## src/rtl/multdiv_unit_pkg.sv

```systemverilog
// Shared definitions for the iterative multiply/divide engine:
// state encodings, widths and iteration count.
package multdiv_defs;

    localparam int MD_WIDTH = 32;
    localparam int MD_ITERS = 32;
    localparam int MD_CNT_W = $clog2(MD_ITERS);

    localparam logic [31:0] MD_INT_MIN = 32'h8000_0000;

    localparam logic [1:0] MD_IDLE = 2'd0;
    localparam logic [1:0] MD_MULT = 2'd1;
    localparam logic [1:0] MD_DIV  = 2'd2;
    localparam logic [1:0] MD_DONE = 2'd3;

endpackage

```

## src/rtl/multdiv_counter.sv

```systemverilog
// Iteration counter for the multiply/divide engine: cleared on a start,
// advances once per radix-2 step, flags the final step.
module multdiv_counter
    import multdiv_defs::*;
(
    input  logic clk,
    input  logic clr_n,
    input  logic i_clear,
    input  logic i_en,
    output logic o_last
);

    logic [MD_CNT_W-1:0] r_count;

    always_ff @(posedge clk or negedge clr_n) begin
        if (!clr_n) begin
            r_count <= '0;
        end else if (i_clear) begin
            r_count <= '0;
        end else if (i_en) begin
            r_count <= r_count + MD_CNT_W'(1);
        end
    end

    assign o_last = (r_count == MD_CNT_W'(MD_ITERS - 1));

endmodule

```

## src/rtl/multdiv_unit.sv

```systemverilog
// Iterative signed 32-bit multiply/divide engine with a fixed 32-cycle latency.
// state     | meaning
// MD_IDLE   | waiting for a start pulse
// MD_MULT   | shift-add step on operand magnitudes
// MD_DIV    | restoring-division step on operand magnitudes
// MD_DONE   | rdy high for one cycle, result/exception valid
module multdiv_unit
    import multdiv_defs::*;
#(
    parameter int WIDTH = MD_WIDTH
) (
    input  logic             clk,
    input  logic             clr_n,
    input  logic [WIDTH-1:0] operand_a,
    input  logic [WIDTH-1:0] operand_b,
    input  logic             ctrl_mult,
    input  logic             ctrl_div,
    output logic [WIDTH-1:0] result,
    output logic             exception,
    output logic             rdy,
    output logic             busy
);

    logic [1:0]  r_state;
    logic [63:0] r_acc;
    logic [31:0] r_opnd;
    logic        r_neg;
    logic        r_div_zero;
    logic        r_div_ovf;
    logic [31:0] r_result;
    logic        r_exc;
    logic        r_rdy;
    logic        r_busy;

    logic        w_start;
    logic        w_stepping;
    logic        w_last;
    logic [31:0] w_abs_a;
    logic [31:0] w_abs_b;
    logic [32:0] w_mul_sum;
    logic [63:0] w_mul_nxt;
    logic [63:0] w_div_shift;
    logic [32:0] w_div_diff;
    logic [63:0] w_div_nxt;
    logic [63:0] w_prod;
    logic [31:0] w_quot;
    logic        w_mul_ovf;

    assign w_start    = ctrl_mult | ctrl_div;
    assign w_stepping = (r_state == MD_MULT) || (r_state == MD_DIV);
    assign w_abs_a    = operand_a[31] ? -operand_a : operand_a;
    assign w_abs_b    = operand_b[31] ? -operand_b : operand_b;

    multdiv_counter u_counter (
        .clk     (clk),
        .clr_n   (clr_n),
        .i_clear (w_start),
        .i_en    (w_stepping),
        .o_last  (w_last)
    );

    // Multiply: r_acc low half holds the multiplier, shifted out as the
    // partial product grows into the high half. Divide: r_acc low half holds
    // the dividend, shifted into the remainder while quotient bits fill in.
    always_comb begin
        w_mul_sum   = {1'b0, r_acc[63:32]} + (r_acc[0] ? {1'b0, r_opnd} : 33'd0);
        w_mul_nxt   = {w_mul_sum, r_acc[31:1]};
        w_div_shift = {r_acc[62:0], 1'b0};
        w_div_diff  = {1'b0, w_div_shift[63:32]} - {1'b0, r_opnd};
        w_div_nxt   = w_div_diff[32] ? w_div_shift
                                     : {w_div_diff[31:0], w_div_shift[31:1], 1'b1};
        w_prod      = r_neg ? -w_mul_nxt : w_mul_nxt;
        w_quot      = r_neg ? -w_div_nxt[31:0] : w_div_nxt[31:0];
        w_mul_ovf   = ~((&w_prod[63:31]) | ~(|w_prod[63:31]));
    end

    always_ff @(posedge clk or negedge clr_n) begin
        if (!clr_n) begin
            r_state    <= MD_IDLE;
            r_acc      <= '0;
            r_opnd     <= '0;
            r_neg      <= 1'b0;
            r_div_zero <= 1'b0;
            r_div_ovf  <= 1'b0;
            r_result   <= '0;
            r_exc      <= 1'b0;
            r_rdy      <= 1'b0;
            r_busy     <= 1'b0;
        end else if (w_start) begin
            r_state    <= ctrl_mult ? MD_MULT : MD_DIV;
            r_acc      <= {32'd0, ctrl_mult ? w_abs_b : w_abs_a};
            r_opnd     <= ctrl_mult ? w_abs_a : w_abs_b;
            r_neg      <= operand_a[31] ^ operand_b[31];
            r_div_zero <= (operand_b == '0);
            r_div_ovf  <= (operand_a == MD_INT_MIN) && (&operand_b);
            r_rdy      <= 1'b0;
            r_busy     <= 1'b1;
        end else begin
            case (r_state)
                MD_MULT, MD_DIV: begin
                    r_acc <= (r_state == MD_DIV) ? w_div_nxt : w_mul_nxt;
                    if (w_last) begin
                        r_state <= MD_DONE;
                        r_busy  <= 1'b0;
                        r_rdy   <= 1'b1;
                        if (r_state == MD_MULT) begin
                            r_result <= w_prod[31:0];
                            r_exc    <= w_mul_ovf;
                        end else if (r_div_zero) begin
                            r_result <= '0;
                            r_exc    <= 1'b1;
                        end else if (r_div_ovf) begin
                            r_result <= MD_INT_MIN;
                            r_exc    <= 1'b1;
                        end else begin
                            r_result <= w_quot;
                            r_exc    <= 1'b0;
                        end
                    end
                end
                MD_DONE: begin
                    r_state <= MD_IDLE;
                    r_rdy   <= 1'b0;
                end
                default: begin
                    r_state <= MD_IDLE;
                end
            endcase
        end
    end

    assign result    = r_result;
    assign exception = r_exc;
    assign rdy       = r_rdy;
    assign busy      = r_busy;

endmodule

```

## config.mk

```make
export PLATFORM = sky130hd
export DESIGN_NAME = multdiv_unit
export DESIGN_NICKNAME = d
export VERILOG_FILES = /design/src/rtl/multdiv_unit_pkg.sv /design/src/rtl/multdiv_counter.sv /design/src/rtl/multdiv_unit.sv
export SDC_FILE = /design/constraint.sdc
export NUM_CORES = 1
export LEC_CHECK = 0
export ABC_AREA = 0
export CORE_MARGIN = 2
export CORE_UTILIZATION = 56
export CTS_CLUSTER_DIAMETER = 200
export DETAILED_ROUTE_END_ITERATION = 12
export GPL_ROUTABILITY_DRIVEN = 0
export PLACE_DENSITY_LB_ADDON = 0.12
export SLEW_MARGIN = 40
export SYNTH_ARGS = -nofsm -noshare
export SYNTH_HDL_FRONTEND = slang
export SYNTH_HIERARCHICAL = 1
export SYNTH_SLANG_ARGS = --single-unit
```

## constraint.sdc

```tcl
create_clock -name clk -period 4.77 [get_ports clk]
set_input_delay 1.1925 -clock clk [delete_from_list [all_inputs] [get_ports clk]]
set_output_delay 1.1925 -clock clk [all_outputs]
set_load 0.01 [all_outputs]
```

==> impl_metrics.py <==
metrics = {
    "sta": {
        "period_minus_slack_ns": 4.72,
        "slew_headroom_pct": 44.3,
        "drv_slew": 0,
        "tightest_slew_ns": 0.828,
        "hold_viol": 0,
        "fmax_mhz": 212,
        "rsz0062_at_grt": "yes",
        "clock_skew_ns": 0.0111,
        "period_share_pct": 98.9,
        "finalSetupViolCount": 0,
    },
    "critical_path": {
        "cp_num_buf_inv": 2,
        "r2r-end": "exception",
        "cp-start-kind": "flop",
        "arrival_ns": 5.03,
        "reg2reg_from": "r_acc[0]",
        "cp_common_cell": "buf_4",
        "path_cells": "buf_4 > and2_1 > ha_1 > fa_2 > a211oi_4 > o31ai_4 > o211a_2 > or4_1 > a32oi_2 > o21ai_2 > nor4_4 > buf_4 > a41oi_1 > xnor2_1 > a2111o_1 > o31ai_2 > nand3_1",
        "cp.required_ns": 5.08,
        "critPathCaptureType": "flop",
        "reg2reg_slack_ns": 0.05,
        "crit_type": "reg2reg",
        "crit_slowest_cell": "or4_1",
        "cpPeakStageDelay_ns": 0.45,
        "critical_path.top_delay_family": "compound AO/OA/AOI/OAI gates",
        "cp_max_fo": 13,
        "r2r_cells": 17,
    },
    "global_route": {
        "grt_usage_pct": 35.2,
        "grt_remaining_overflow": 0,
        "grt_pass1_vias": 15192,
        "antenna_found_initial": 0,
        "grt_max_degree": 99,
        "grt_pass1_wl_um": 81800,
    },
    "floorplan": {
        "dieArea_sq_um": 29500,
        "core_area_sq_um": 27800,
        "fp.dieW_um": 172,
        "initial_utilization_pct": 56.7,
        "pin_count": 103,
        "fp-row-count": 61,
        "fp.dieH_um": 172,
    },
    "final_layout": {
        "syn_to_final_growth_pct": 13.8,
        "layout_common_cells": "nor2_1, nand2_1, a21oi_1",
        "fin_util_pct": 64.6,
        "final_common_cell": "nor2_1",
        "final_cells": 2502,
        "n_antenna_cell": 0,
        "fin_nets": 2255,
        "fillers": 2486,
        "drive_gt1_share_pct": 9.13,
    },
    "synth": {
        "ys_seq_elements": 141,
        "synth.yosys.warnings": 6,
        "synth_edf_count": 0,
        "synth.avg_cell_area_sq_um": 7.67,
        "synthesis.nets": 2198,
        "async_reset_ff_share_pct": 100,
        "syn-instance-count": 2054,
        "synth_area_sq_um": 15800,
        "synthFlopType": "dfrtp_1",
        "ys_seq_area_share_pct": 22.4,
        "synth_cell_types": 112,
    },
    "routing": {
        "viasPerCell": 6.62,
        "drc_errors": 0,
        "drt-initial-drc-count": 1717,
        "drt_wl_total_um": 52500,
        "routed-via-count": 16574,
        "ant_nets": 0,
        "drt_first_pass_iters": 6,
        "wl_per_cell_um": 21.0,
    },
    "clock_tree": {
        "cts.sinks": 141,
        "ctsHtreeMaxLevel": 4,
        "root_buffer": "clkbuf_16",
        "ctsHoldBuffers": 0,
        "clk_latency_ns": 0.44,
        "numCtsBuffers": 17,
        "clk_pin_slew_worst_paths_ns": 0.07,
        "cts_tree": "done",
        "clockBufferDepth": 2,
    },
    "worst_hold_path": {
        "whs_endpoint": "busy",
        "holdPathStages": 2,
        "hold_class": "reg2reg",
        "hp-start": "busy",
    },
    "place": {
        "io_buffers": 102,
        "hpwl_um": 39700,
        "dp_cells": 2468,
    },
    "power": {
        "static-leakage-power_uw": 0.00747,
        "ir_drop_mv": 0.258,
        "power_density_nw_per_um2": 272,
    },
    "job": {
        "max_cap_viol_count": 0,
    },
    "outcome": {
        "outcome": "complete, no violations",
    },
}
[worst max path at each step]
stage          startpoint         to  cells past startpoint
6_report         r_acc[0]  exception                     17
5_1_grt          r_acc[0]  exception                     17
4_1_cts          r_acc[0]  exception                     16
3_5_place_dp     r_acc[0]  exception                     16
3_3_place_gp     r_acc[0]  exception                     18
2_1_floorplan    r_acc[0]  exception                     18
[power breakdown]
part / total [uW] / internal [uW] / switching [uW] / leakage (uW)
combinational: 2070 / 816 / 1250 / 0.00538
sequential: 1430 / 1280 / 153 / 0.00181
clock: 1370 / 802 / 571 / 0.000283
total: 4870 / 2900 / 1970 / 0.00747
[Yosys cell counts (14+ instances only)]
cell type	count	area share (%)
dfrtp_1	141	22
or3_1	19	0.75
mux2i_1	70	4.4
and3_1	18	0.71
nor3_1	34	1.1
nand2b_1	16	0.64
nor2_1	227	5.4
inv_1	66	1.6
nand4_1	35	1.4
nor4_1	16	0.64
o21ai_0	146	4.6
a22o_1	15	0.83
o31ai_1	34	1.6
ha_1	74	5.9
nand3_1	32	1.0
a221oi_1	25	1.4
or4_1	17	0.81
buf_1	17	0.40
o41ai_1	17	0.94
nand2_1	192	4.6
nor2b_1	17	0.67
a211oi_1	46	2.2
o211ai_1	31	1.5
a21o_1	36	1.7
buf_2	14	0.44
xnor2_1	98	5.4
clkbuf_1	100	2.4
xor2_1	72	4.0
a21oi_1	162	5.1
[per-layer routing]
layer  share of wire [%]  global-route usage [%]  vias up
met2                  44                    53.9      840
met4                 4.8                    16.9        0
li1                    -                       -     7710
met1                  43                    48.3     7883
met5                   0                       0        -
met3                 8.6                    5.89      141
[cells by family after synthesis]
group                    Yosys count  synth area share, %
AO/OA/AOI/OAI                    673                 29.0
buffers and inverters            216                 5.80
XOR/XNOR                         171                 9.55
AND/OR/NAND/NOR                  704                 22.5
flip-flops                       141                 22.4
adder cells (fa/ha/maj)           76                 6.13
multiplexers                      73                 4.68
[area by class of cell]
cell class / instances / area, sq um / share of cell area, %
inverter: 69 / 259 / 1.44
multi-input combinational: 1697 / 11400 / 63.7
clock buffer: 20 / 457 / 2.55
clock inverter: 12 / 136 / 0.760
tap: 378 / 473 / 2.64
timing repair buffer: 185 / 1660 / 9.26
sequential: 141 / 3530 / 19.7
[sequential cells by signal, indices dropped and copies added, names as in the netlist, 2 cells and up]
name,flops
u_counter/r_count,5
r_acc,64
result,32
r_state,2
r_opnd,32
[what timing repair did]
action,CTS,global route
setup buffers,0,1
gates resized for setup,0,17
setup endpoints to repair,0,23
[metrics by stage]
step           worst slack [ns]  instance area, sq um  hold slack (ns)  setup TNS, ns  power, uW
6_report                 0.0515                 17900            0.498              0       4870
5_1_grt                  -0.128                 17900            0.525         -0.128       5110
4_1_cts                  0.0578                 17800            0.501              0       4810
3_5_place_dp             0.0702                 17200            0.486              0       3440
3_3_place_gp             0.0994                 17200            0.477              0       3400
2_1_floorplan             0.234                 15800            0.474              0       2820
[tightest hold or removal path, cell delays in order, from the launching register on]
cell and delay [ns]:
dfrtp_1 0.35, nor2_1 0.05, nor2_1 0.07
Note: power is estimated with default switching activity, not from simulation.
